File: src/rtl/wm8731_i2c_responder.sv
// ---------------------------------------------------------------------------
// wm8731_i2c_responder
//
// Write-only I2C target that models the WM8731 codec control port. A frame is
// START, address byte {DEV_ADDR, W}, two data bytes, STOP. Byte 1 carries the
// 7-bit register address plus data bit 8, byte 2 carries data bits 7..0.
// Bus lines are treated as asynchronous and are oversampled with clk.
//
// Ports
//   clk          system clock (50 MHz), the only clock
//   reset        asynchronous, active-high reset
//   i2c_sclk     SCL from the master
//   i2c_sdat_in  sampled level of the open-drain SDA line
//   i2c_sdat_oe  1 = pull SDA low (ACK), 0 = release
//   rd_index     register index for the read-back port
//   rd_data      value of register rd_index, 0 when the index is unimplemented
//   wr_pulse     one-clk strobe when a register write commits
//   wr_addr      register address of the last committed write
//   wr_data      data of the last committed write
//   bad_reg      one-clk strobe, with wr_pulse, for an unimplemented address
// ---------------------------------------------------------------------------
module wm8731_i2c_responder #(
    parameter logic [6:0] DEV_ADDR = 7'h1A,
    parameter int         NUM_REGS = 10
) (
    input  logic       clk,
    input  logic       reset,
    input  logic       i2c_sclk,
    input  logic       i2c_sdat_in,
    output logic       i2c_sdat_oe,
    input  logic [3:0] rd_index,
    output logic [8:0] rd_data,
    output logic       wr_pulse,
    output logic [6:0] wr_addr,
    output logic [8:0] wr_data,
    output logic       bad_reg
);

    // Writing this address restores every register to its default value.
    localparam logic [6:0] RESET_ADDR = 7'h0F;

    typedef enum logic [2:0] {
        ST_IDLE,
        ST_ADDR,
        ST_ACK_A,
        ST_BYTE1,
        ST_ACK_1,
        ST_BYTE2,
        ST_ACK_2,
        ST_IGNORE
    } state_t;

    function automatic logic [8:0] f_default(input int idx);
        case (idx)
            0:       return 9'h097;
            1:       return 9'h097;
            2:       return 9'h079;
            3:       return 9'h079;
            4:       return 9'h00A;
            5:       return 9'h008;
            6:       return 9'h09F;
            7:       return 9'h00A;
            default: return 9'h000;
        endcase
    endfunction

    // -----------------------------------------------------------------------
    // Bus synchronizers and edge detection
    // -----------------------------------------------------------------------
    logic r_scl_meta, r_scl_sync, r_scl_prev;
    logic r_sda_meta, r_sda_sync, r_sda_prev;

    // Synchronizers reset to 1 so that a reset looks like an idle bus and
    // produces no false edge or START when it is released.
    // NOTE: all clocked state uses non-blocking assignments so every flop
    // samples the pre-edge values of its inputs, independent of block order.
    always_ff @(posedge clk or posedge reset) begin
        if (reset) begin
            r_scl_meta <= 1'b1;
            r_scl_sync <= 1'b1;
            r_scl_prev <= 1'b1;
            r_sda_meta <= 1'b1;
            r_sda_sync <= 1'b1;
            r_sda_prev <= 1'b1;
        end else begin
            r_scl_meta <= i2c_sclk;
            r_scl_sync <= r_scl_meta;
            r_scl_prev <= r_scl_sync;
            r_sda_meta <= i2c_sdat_in;
            r_sda_sync <= r_sda_meta;
            r_sda_prev <= r_sda_sync;
        end
    end

    logic w_scl_rise, w_scl_fall, w_start, w_stop;

    assign w_scl_rise = r_scl_sync & ~r_scl_prev;
    assign w_scl_fall = ~r_scl_sync & r_scl_prev;
    // SDA may only change while SCL is low; a change with SCL held high on
    // both samples is a START (falling) or STOP (rising) condition.
    assign w_start    = r_scl_sync & r_scl_prev & r_sda_prev & ~r_sda_sync;
    assign w_stop     = r_scl_sync & r_scl_prev & ~r_sda_prev & r_sda_sync;

    // -----------------------------------------------------------------------
    // Frame FSM
    // -----------------------------------------------------------------------
    state_t     r_state;
    logic [2:0] r_bit_cnt;
    logic [7:0] r_shift;
    logic [7:0] r_byte1;
    logic       r_sdat_oe;
    logic       r_commit;
    logic [6:0] r_cmt_addr;
    logic [8:0] r_cmt_data;

    logic [7:0] w_next_byte;
    state_t     w_ack_next;

    // Byte as it stands once the bit sampled on this SCL rise is shifted in.
    assign w_next_byte = {r_shift[6:0], r_sda_sync};

    // NOTE: every signal assigned in always_comb gets a default first, so no
    // path through the block leaves it unassigned and no latch is inferred.
    always_comb begin
        w_ack_next = ST_IGNORE;
        case (r_state)
            ST_ACK_A: w_ack_next = ST_BYTE1;
            ST_ACK_1: w_ack_next = ST_BYTE2;
            default:  w_ack_next = ST_IGNORE;
        endcase
    end

    always_ff @(posedge clk or posedge reset) begin
        if (reset) begin
            r_state    <= ST_IDLE;
            r_bit_cnt  <= 3'd0;
            r_shift    <= 8'h00;
            r_byte1    <= 8'h00;
            r_sdat_oe  <= 1'b0;
            r_commit   <= 1'b0;
            r_cmt_addr <= 7'h00;
            r_cmt_data <= 9'h000;
        end else begin
            r_commit <= 1'b0;
            if (w_start) begin
                // Also covers repeated START in the middle of a frame.
                r_state   <= ST_ADDR;
                r_bit_cnt <= 3'd0;
                r_sdat_oe <= 1'b0;
            end else if (w_stop) begin
                r_state   <= ST_IDLE;
                r_bit_cnt <= 3'd0;
                r_sdat_oe <= 1'b0;
            end else begin
                case (r_state)
                    ST_ADDR: begin
                        if (w_scl_rise) begin
                            r_shift   <= w_next_byte;
                            r_bit_cnt <= r_bit_cnt + 3'd1;
                            if (r_bit_cnt == 3'd7) begin
                                // Only a write to our address is acknowledged.
                                r_state <= (w_next_byte == {DEV_ADDR, 1'b0}) ? ST_ACK_A
                                                                             : ST_IGNORE;
                            end
                        end
                    end

                    ST_ACK_A, ST_ACK_1, ST_ACK_2: begin
                        // First SCL fall after the 8th bit pulls SDA low for
                        // the 9th clock; the next fall releases it.
                        if (w_scl_fall) begin
                            if (!r_sdat_oe) begin
                                r_sdat_oe <= 1'b1;
                            end else begin
                                r_sdat_oe <= 1'b0;
                                r_bit_cnt <= 3'd0;
                                r_state   <= w_ack_next;
                            end
                        end
                    end

                    ST_BYTE1: begin
                        if (w_scl_rise) begin
                            r_shift   <= w_next_byte;
                            r_bit_cnt <= r_bit_cnt + 3'd1;
                            if (r_bit_cnt == 3'd7) begin
                                r_byte1 <= w_next_byte;
                                r_state <= ST_ACK_1;
                            end
                        end
                    end

                    ST_BYTE2: begin
                        if (w_scl_rise) begin
                            r_shift   <= w_next_byte;
                            r_bit_cnt <= r_bit_cnt + 3'd1;
                            if (r_bit_cnt == 3'd7) begin
                                // 16th data bit received: the write is now
                                // complete even if STOP follows at once.
                                r_commit   <= 1'b1;
                                r_cmt_addr <= r_byte1[7:1];
                                r_cmt_data <= {r_byte1[0], w_next_byte};
                                r_state    <= ST_ACK_2;
                            end
                        end
                    end

                    default: begin
                        // IDLE and IGNORE wait for START or STOP only.
                    end
                endcase
            end
        end
    end

    assign i2c_sdat_oe = r_sdat_oe;

    // -----------------------------------------------------------------------
    // Register file and commit strobes
    // -----------------------------------------------------------------------
    logic [8:0] r_regs [NUM_REGS];

    // NOTE: the register file is reset because its defaults are architectural
    // (readable straight after reset); large RAM-style arrays would not be.
    always_ff @(posedge clk or posedge reset) begin
        if (reset) begin
            wr_pulse <= 1'b0;
            bad_reg  <= 1'b0;
            wr_addr  <= 7'h00;
            wr_data  <= 9'h000;
            for (int i = 0; i < NUM_REGS; i++) begin
                r_regs[i] <= f_default(i);
            end
        end else begin
            wr_pulse <= r_commit;
            bad_reg  <= 1'b0;
            if (r_commit) begin
                wr_addr <= r_cmt_addr;
                wr_data <= r_cmt_data;
                if (r_cmt_addr == RESET_ADDR) begin
                    for (int i = 0; i < NUM_REGS; i++) begin
                        r_regs[i] <= f_default(i);
                    end
                end else if (int'(r_cmt_addr) >= NUM_REGS) begin
                    bad_reg <= 1'b1;
                end else begin
                    for (int i = 0; i < NUM_REGS; i++) begin
                        if (int'(r_cmt_addr) == i) begin
                            r_regs[i] <= r_cmt_data;
                        end
                    end
                end
            end
        end
    end

    // Read-back mux; unimplemented indices read as zero.
    always_comb begin
        rd_data = 9'h000;
        for (int i = 0; i < NUM_REGS; i++) begin
            if (int'(rd_index) == i) begin
                rd_data = r_regs[i];
            end
        end
    end

endmodule

File: config.mk
export PLATFORM = sky130hd
export DESIGN_NAME = wm8731_i2c_responder
export DESIGN_NICKNAME = d
export VERILOG_FILES = /design/src/rtl/wm8731_i2c_responder.sv
export SDC_FILE = /design/constraint.sdc
export NUM_CORES = 1
export LEC_CHECK = 0
export ABC_CLOCK_PERIOD_IN_PS = 4800
export CORE_ASPECT_RATIO = 2
export CORE_UTILIZATION = 42
export CTS_CLUSTER_SIZE = 40
export DETAILED_ROUTE_END_ITERATION = 7
export PLACE_DENSITY_LB_ADDON = 0.12
export SLEW_MARGIN = 5
export SYNTH_ARGS = -nofsm -noshare
export SYNTH_HDL_FRONTEND = slang
export SYNTH_SLANG_ARGS = --single-unit
export TNS_END_PERCENT = 50
File: constraint.sdc
create_clock -name clk -period 4.8 [get_ports clk]
set_clock_uncertainty 0.05 [all_clocks]
set_input_delay 0.96 -clock clk [delete_from_list [all_inputs] [get_ports clk]]
set_output_delay 0.96 -clock clk [all_outputs]
set_load 0.01 [all_outputs]
# Word-level counts from Yosys, hierarchy flattened
# Index checks and enable logic that the tools add are counted.
[totals]
elab_cells = 168
regBits = 153
output_inout_bits = 28
input_bits = 8
[op_classes]
n_addsub = 1
n_eq_ne = 37
n_bitwise = 13
reduce_logical = 34
order_cmp = 1
n_mux = 54
[ops]
columns = ["op", "n"]
rows = [
  ["9-bit 2-to-1 mux", 20],
  ["90-bit 2-to-1 mux", 2],
  ["3-bit 2-to-1 mux", 16],
  ["7-bit by 4-bit equality test with 1-bit output (second input constant)", 5],
  ["4-bit != test (second input constant)", 8],
  ["3-bit AND reduction", 10],
  ["4-bit equality test (second input constant)", 6],
  ["2-bit nonzero test", 10],
  ["7-bit by 3-bit equality test with 1-bit output (second input constant)", 2],
  ["7-bit by 5-bit equality test with 1-bit output (second input constant)", 2],
  ["1-bit 2-to-1 mux", 13],
  ["3-bit equality test (second input constant)", 4],
  ["3-bit case mux with 2 select lines", 2],
  ["3-bit case mux with 4 select lines", 1],
  ["5-bit AND reduction", 2],
  ["9-bit AND reduction", 1],
  ["4-bit by 3-bit equality test with 1-bit output (second input constant)", 2],
  ["8-bit by 6-bit equality test with 1-bit output (second input constant)", 1],
  ["4-bit AND reduction", 2],
  ["1-bit AND", 7],
  ["7-bit by 2-bit equality test with 1-bit output (second input constant)", 1],
  ["7-bit by 4-bit >= comparator with 1-bit output (second input constant)", 1],
  ["7-bit zero test", 1],
  ["3-bit by 2-bit equality test with 1-bit output (second input constant)", 2],
  ["other kinds (12)", 19],
]

# Logic depth before layout (Yosys ltp)
[depth]
word_depth = 11
mapped_depth = 8
ltp_nobuf = 6

# Worst setup path after synthesis
# No wires, ideal clock.
[synth_path]
path_kind = "input to output"
start = "in rd_index[0]"
end = "out rd_data[7]"
path_slack_ns = 1.706
cell_stages = 6
arrival_ns = 2.084
required_time_ns = 3.790
path_buffers = 2
path_cell_list = "buf_2 -> buf_2 -> o21ai_0 -> a221oi_1 -> nor2_1 -> o221ai_1"
[synth_between]
elab_chain_len = 11
word_cells_on_any_way = 20
cone_classes = "eq/ne (9); mux (10); reduce/logical (1)"
[synth_lines]
columns = ["item", "line_no", "source"]
rows = [
  ["start, declared", "31", "input logic [3:0] rd_index,"],
  ["4-bit zero test", "261", "if (int'(rd_index) == i) begin"],
  ["9-bit 2-to-1 mux (9 in series)", "261", ""],
  ["9-bit 2-to-1 mux (*)", "261", ""],
  ["end, declared", "32", "output logic [8:0] rd_data,"],
]
# Every way passes the cells marked *; elsewhere a longest branch is shown, timed or not.

# Final worst setup path
[layout_path]
start = "in rd_index[2]"
end = "out rd_data[0]"
# The elaborated chain is that of the path after synthesis.

==> flow_metrics.env <==
export IMPL_grt_pass1_vias=5072
export IMPL_nets=668
export IMPL_drive_gt1_share_pct=23.1
export IMPL_cts_root_buffer="clkbuf_16"
export IMPL_crit_family="buffers and inverters"
export IMPL_placed_area_sq_um=7410
export IMPL_die_w_um=92.6
export IMPL_holdWs_ns=0.305
export IMPL_regMostFlops="r_regs"
export IMPL_globalplace_congestion=0.912
export IMPL_synth_area_sq_um=6890
export IMPL_ctsResizeCount=0
export IMPL_final_setup_tns_ns=0
export IMPL_final_antenna_net_count=0
export IMPL_core_area_sq_um=15900
export IMPL_fmax_ghz=0.222
export IMPL_power_leakage_nw=3.43
export IMPL_area_growth_syn_to_layout_pct=16.8
export IMPL_min_period_ns=4.49
export IMPL_status="complete, no violations"
export IMPL_largest_reg_flops=90
export IMPL_crit_path_frequent_cell="clkdlybuf4s50_1"
export IMPL_wire_per_inst_um=20.3
export IMPL_grt_use_total_pct=22.5
export IMPL_synthesis_nets=636
export IMPL_n_fill_cell=1468
export IMPL_synth_common_cells="dfrtp_1, nand2_1, o21ai_0"
export IMPL_cts_setup_buffers=0
export IMPL_drtIter0Drc=218
export IMPL_post_synth_num_cell_types=62
export IMPL_syn_inst=626
export IMPL_grt_max_degree=84
export IMPL_synth_area_per_cell_sq_um=11.0
export IMPL_postLayoutCellArea_sq_um=8050
export IMPL_cts_clk_slew_worst_paths_ns=0.06
export IMPL_grt_ovfl_total=0
export IMPL_final_instance_count_excl_fill=872
export IMPL_crit_fanout=16
export IMPL_vdd_drop_max_mv=0.303
export IMPL_crit_arrival_ns=3.48
export IMPL_cp_required_ns=3.79
export IMPL_cts_buffers=17
export IMPL_fin_ws_ns=0.306
export IMPL_ys_warnings_count=0
export IMPL_antenna_found_initial=0
export IMPL_finalMaxSlewViolations=0
export IMPL_synth_top_area_share_pct=42.1
export IMPL_grt_pass1_wl_um=28100
export IMPL_first_pass_iters=4
export IMPL_synth_top_cell_by_area="dfrtp_1"
export IMPL_cap_violations=0
export IMPL_dieArea_sq_um=17000
export IMPL_viasPerCell=5.53
export IMPL_synth_edff_count=0
export IMPL_finalCritPeriodShare_pct=93.6
export IMPL_cts_hold_buf=0
export IMPL_hold_viol=0
export IMPL_cts_tree="yes"
export IMPL_cts_sinks=153
export IMPL_drc=0
export IMPL_io_pins=36
export IMPL_setup_violations_final=0
export IMPL_criticalPathCategory="in2out"
export IMPL_wl_um=17700
export IMPL_antenna_cells=0
export IMPL_clk_latency_ns=0.42
export IMPL_ys_async_sr_fraction_pct=100
export IMPL_path_buf_inv=2
export IMPL_synth_ff_type="dfrtp_1"
export IMPL_end_kind="output pin"
export IMPL_h_tree_depth=4
export IMPL_crit_slowest_cell="clkdlybuf4s50_1"
export IMPL_dp_cells=840
export IMPL_worstPathCellList="clkdlybuf4s50_1, nor3_1, a222oi_1, a211o_1, o221ai_1, clkdlybuf4s50_1"
export IMPL_port_buffers=35
export IMPL_die_h_um=183
export IMPL_vias=4819
export IMPL_slew_headroom_pct=33.7
export IMPL_start_kind="primary input"
export IMPL_reg_top3="r_regs (90), r_cmt_data (9), wr_data (9)"
export IMPL_clk_path_buf_depth=2
export IMPL_ys_top_cells_by_area="dfrtp_1, dfstp_2, mux2_2"
export IMPL_place_hpwl_um=12800
export IMPL_hold_path_class="reg2reg"
export IMPL_yosysSeqAreaShare_pct=56.2
export IMPL_p_per_area_nw_per_um2=383
export IMPL_post_place_ws_ns=0.286
export IMPL_row_count=65
export IMPL_max_stage_delay_ns=0.70
export IMPL_ys_ff_latch=153
export IMPL_worst_pin_slew_ns=0.993
export IMPL_start_util_pct=43.2
export IMPL_rsz0062_at_grt="false"
[worst paths after layout]
path,start,end,slack [ns],cells past startpoint
setup / recovery,rd_index[2],rd_data[0],0.31,6
hold / removal,r_scl_meta$_DFF_PP1_,r_scl_sync$_DFF_PP1_,0.31,0
setup reg to reg,r_cmt_addr[2]$_DFFE_PP0P_,r_regs[77]$_DFFE_PP0P_,2.36,4
hold reg to reg,r_scl_meta$_DFF_PP1_,r_scl_sync$_DFF_PP1_,0.31,0
max in group asynchronous,reset,r_regs[30]$_DFFE_PP1P_,2.84,3
min in group asynchronous,reset,i2c_sdat_oe$_DFFE_PP0P_,0.96,2
[cell families (layout without fill, tap and decap cells)]
group,Yosys count,after routing,synth area share [%]
mux,68,68,11.5
compound gates,160,160,13.9
fa+ha+maj,2,2,0.363
buf+inv,39,84,2.87
xor+xnor,7,7,0.890
flops,153,153,56.2
simple gates,197,197,14.2
[stage by stage]
stage,power (mW),util [%]
2_1_floorplan,1.59,-
3_3_place_gp,1.68,46.5
3_5_place_dp,1.69,46.5
4_1_cts,3.12,50.5
5_1_grt,3.20,50.5
6_report,3.08,50.5
[cell type report]
type                            instances  area [sq um]  share of cell area (%)
Timing Repair Buffer                   47           448                    5.57
Tap cell                              201           251                    3.13
Multi-Input combinational cell        434          2820                    35.0
Sequential cell                       153          3870                    48.2
Clock buffer                           21           460                    5.72
Clock inverter                         11           170                    2.12
Inverter                                5          22.5                   0.280
[cells in the final DEF, fill, tap and decap left out, types with 3 or more instances in the layout]
cell type and instances:
nand2_1 116, and2_1 3, a21oi_1 7, nand2_2 5, nand3_2 5, o21ai_0 88
o221ai_1 7, dfrtp_1 116, clkbuf_16 17, nand3_1 6, nor2b_1 6, o21ai_1 17
xnor2_1 5, a222oi_1 5, dfstp_2 37, mux2i_1 17, a21o_1 6, clkdlybuf4s50_1 34
o22ai_1 5, nor2_1 23, buf_4 11, inv_1 3, clkinvlp_4 4, bufinv_16 4
mux2_2 41, a211o_1 5, mux2_4 9, and3_1 8, a31oi_1 3, nor3_1 6
[routing by layer]
metal	up-vias	global-route usage [%]	share of wire, %	wire (um)
met5	-	0	0	0
met4	0	14.4	5.9	1040
met3	45	3.81	2.0	357
met2	81	41.9	56	9830
met1	2413	22.4	36	6450
li1	2280	-	-	-
[report_power, final]
part	switching, mW	internal (mW)
Sequential	0.0754	1.35
Clock	0.517	0.898
Combinational	0.128	0.112
(Power assumes the default switching activity.)
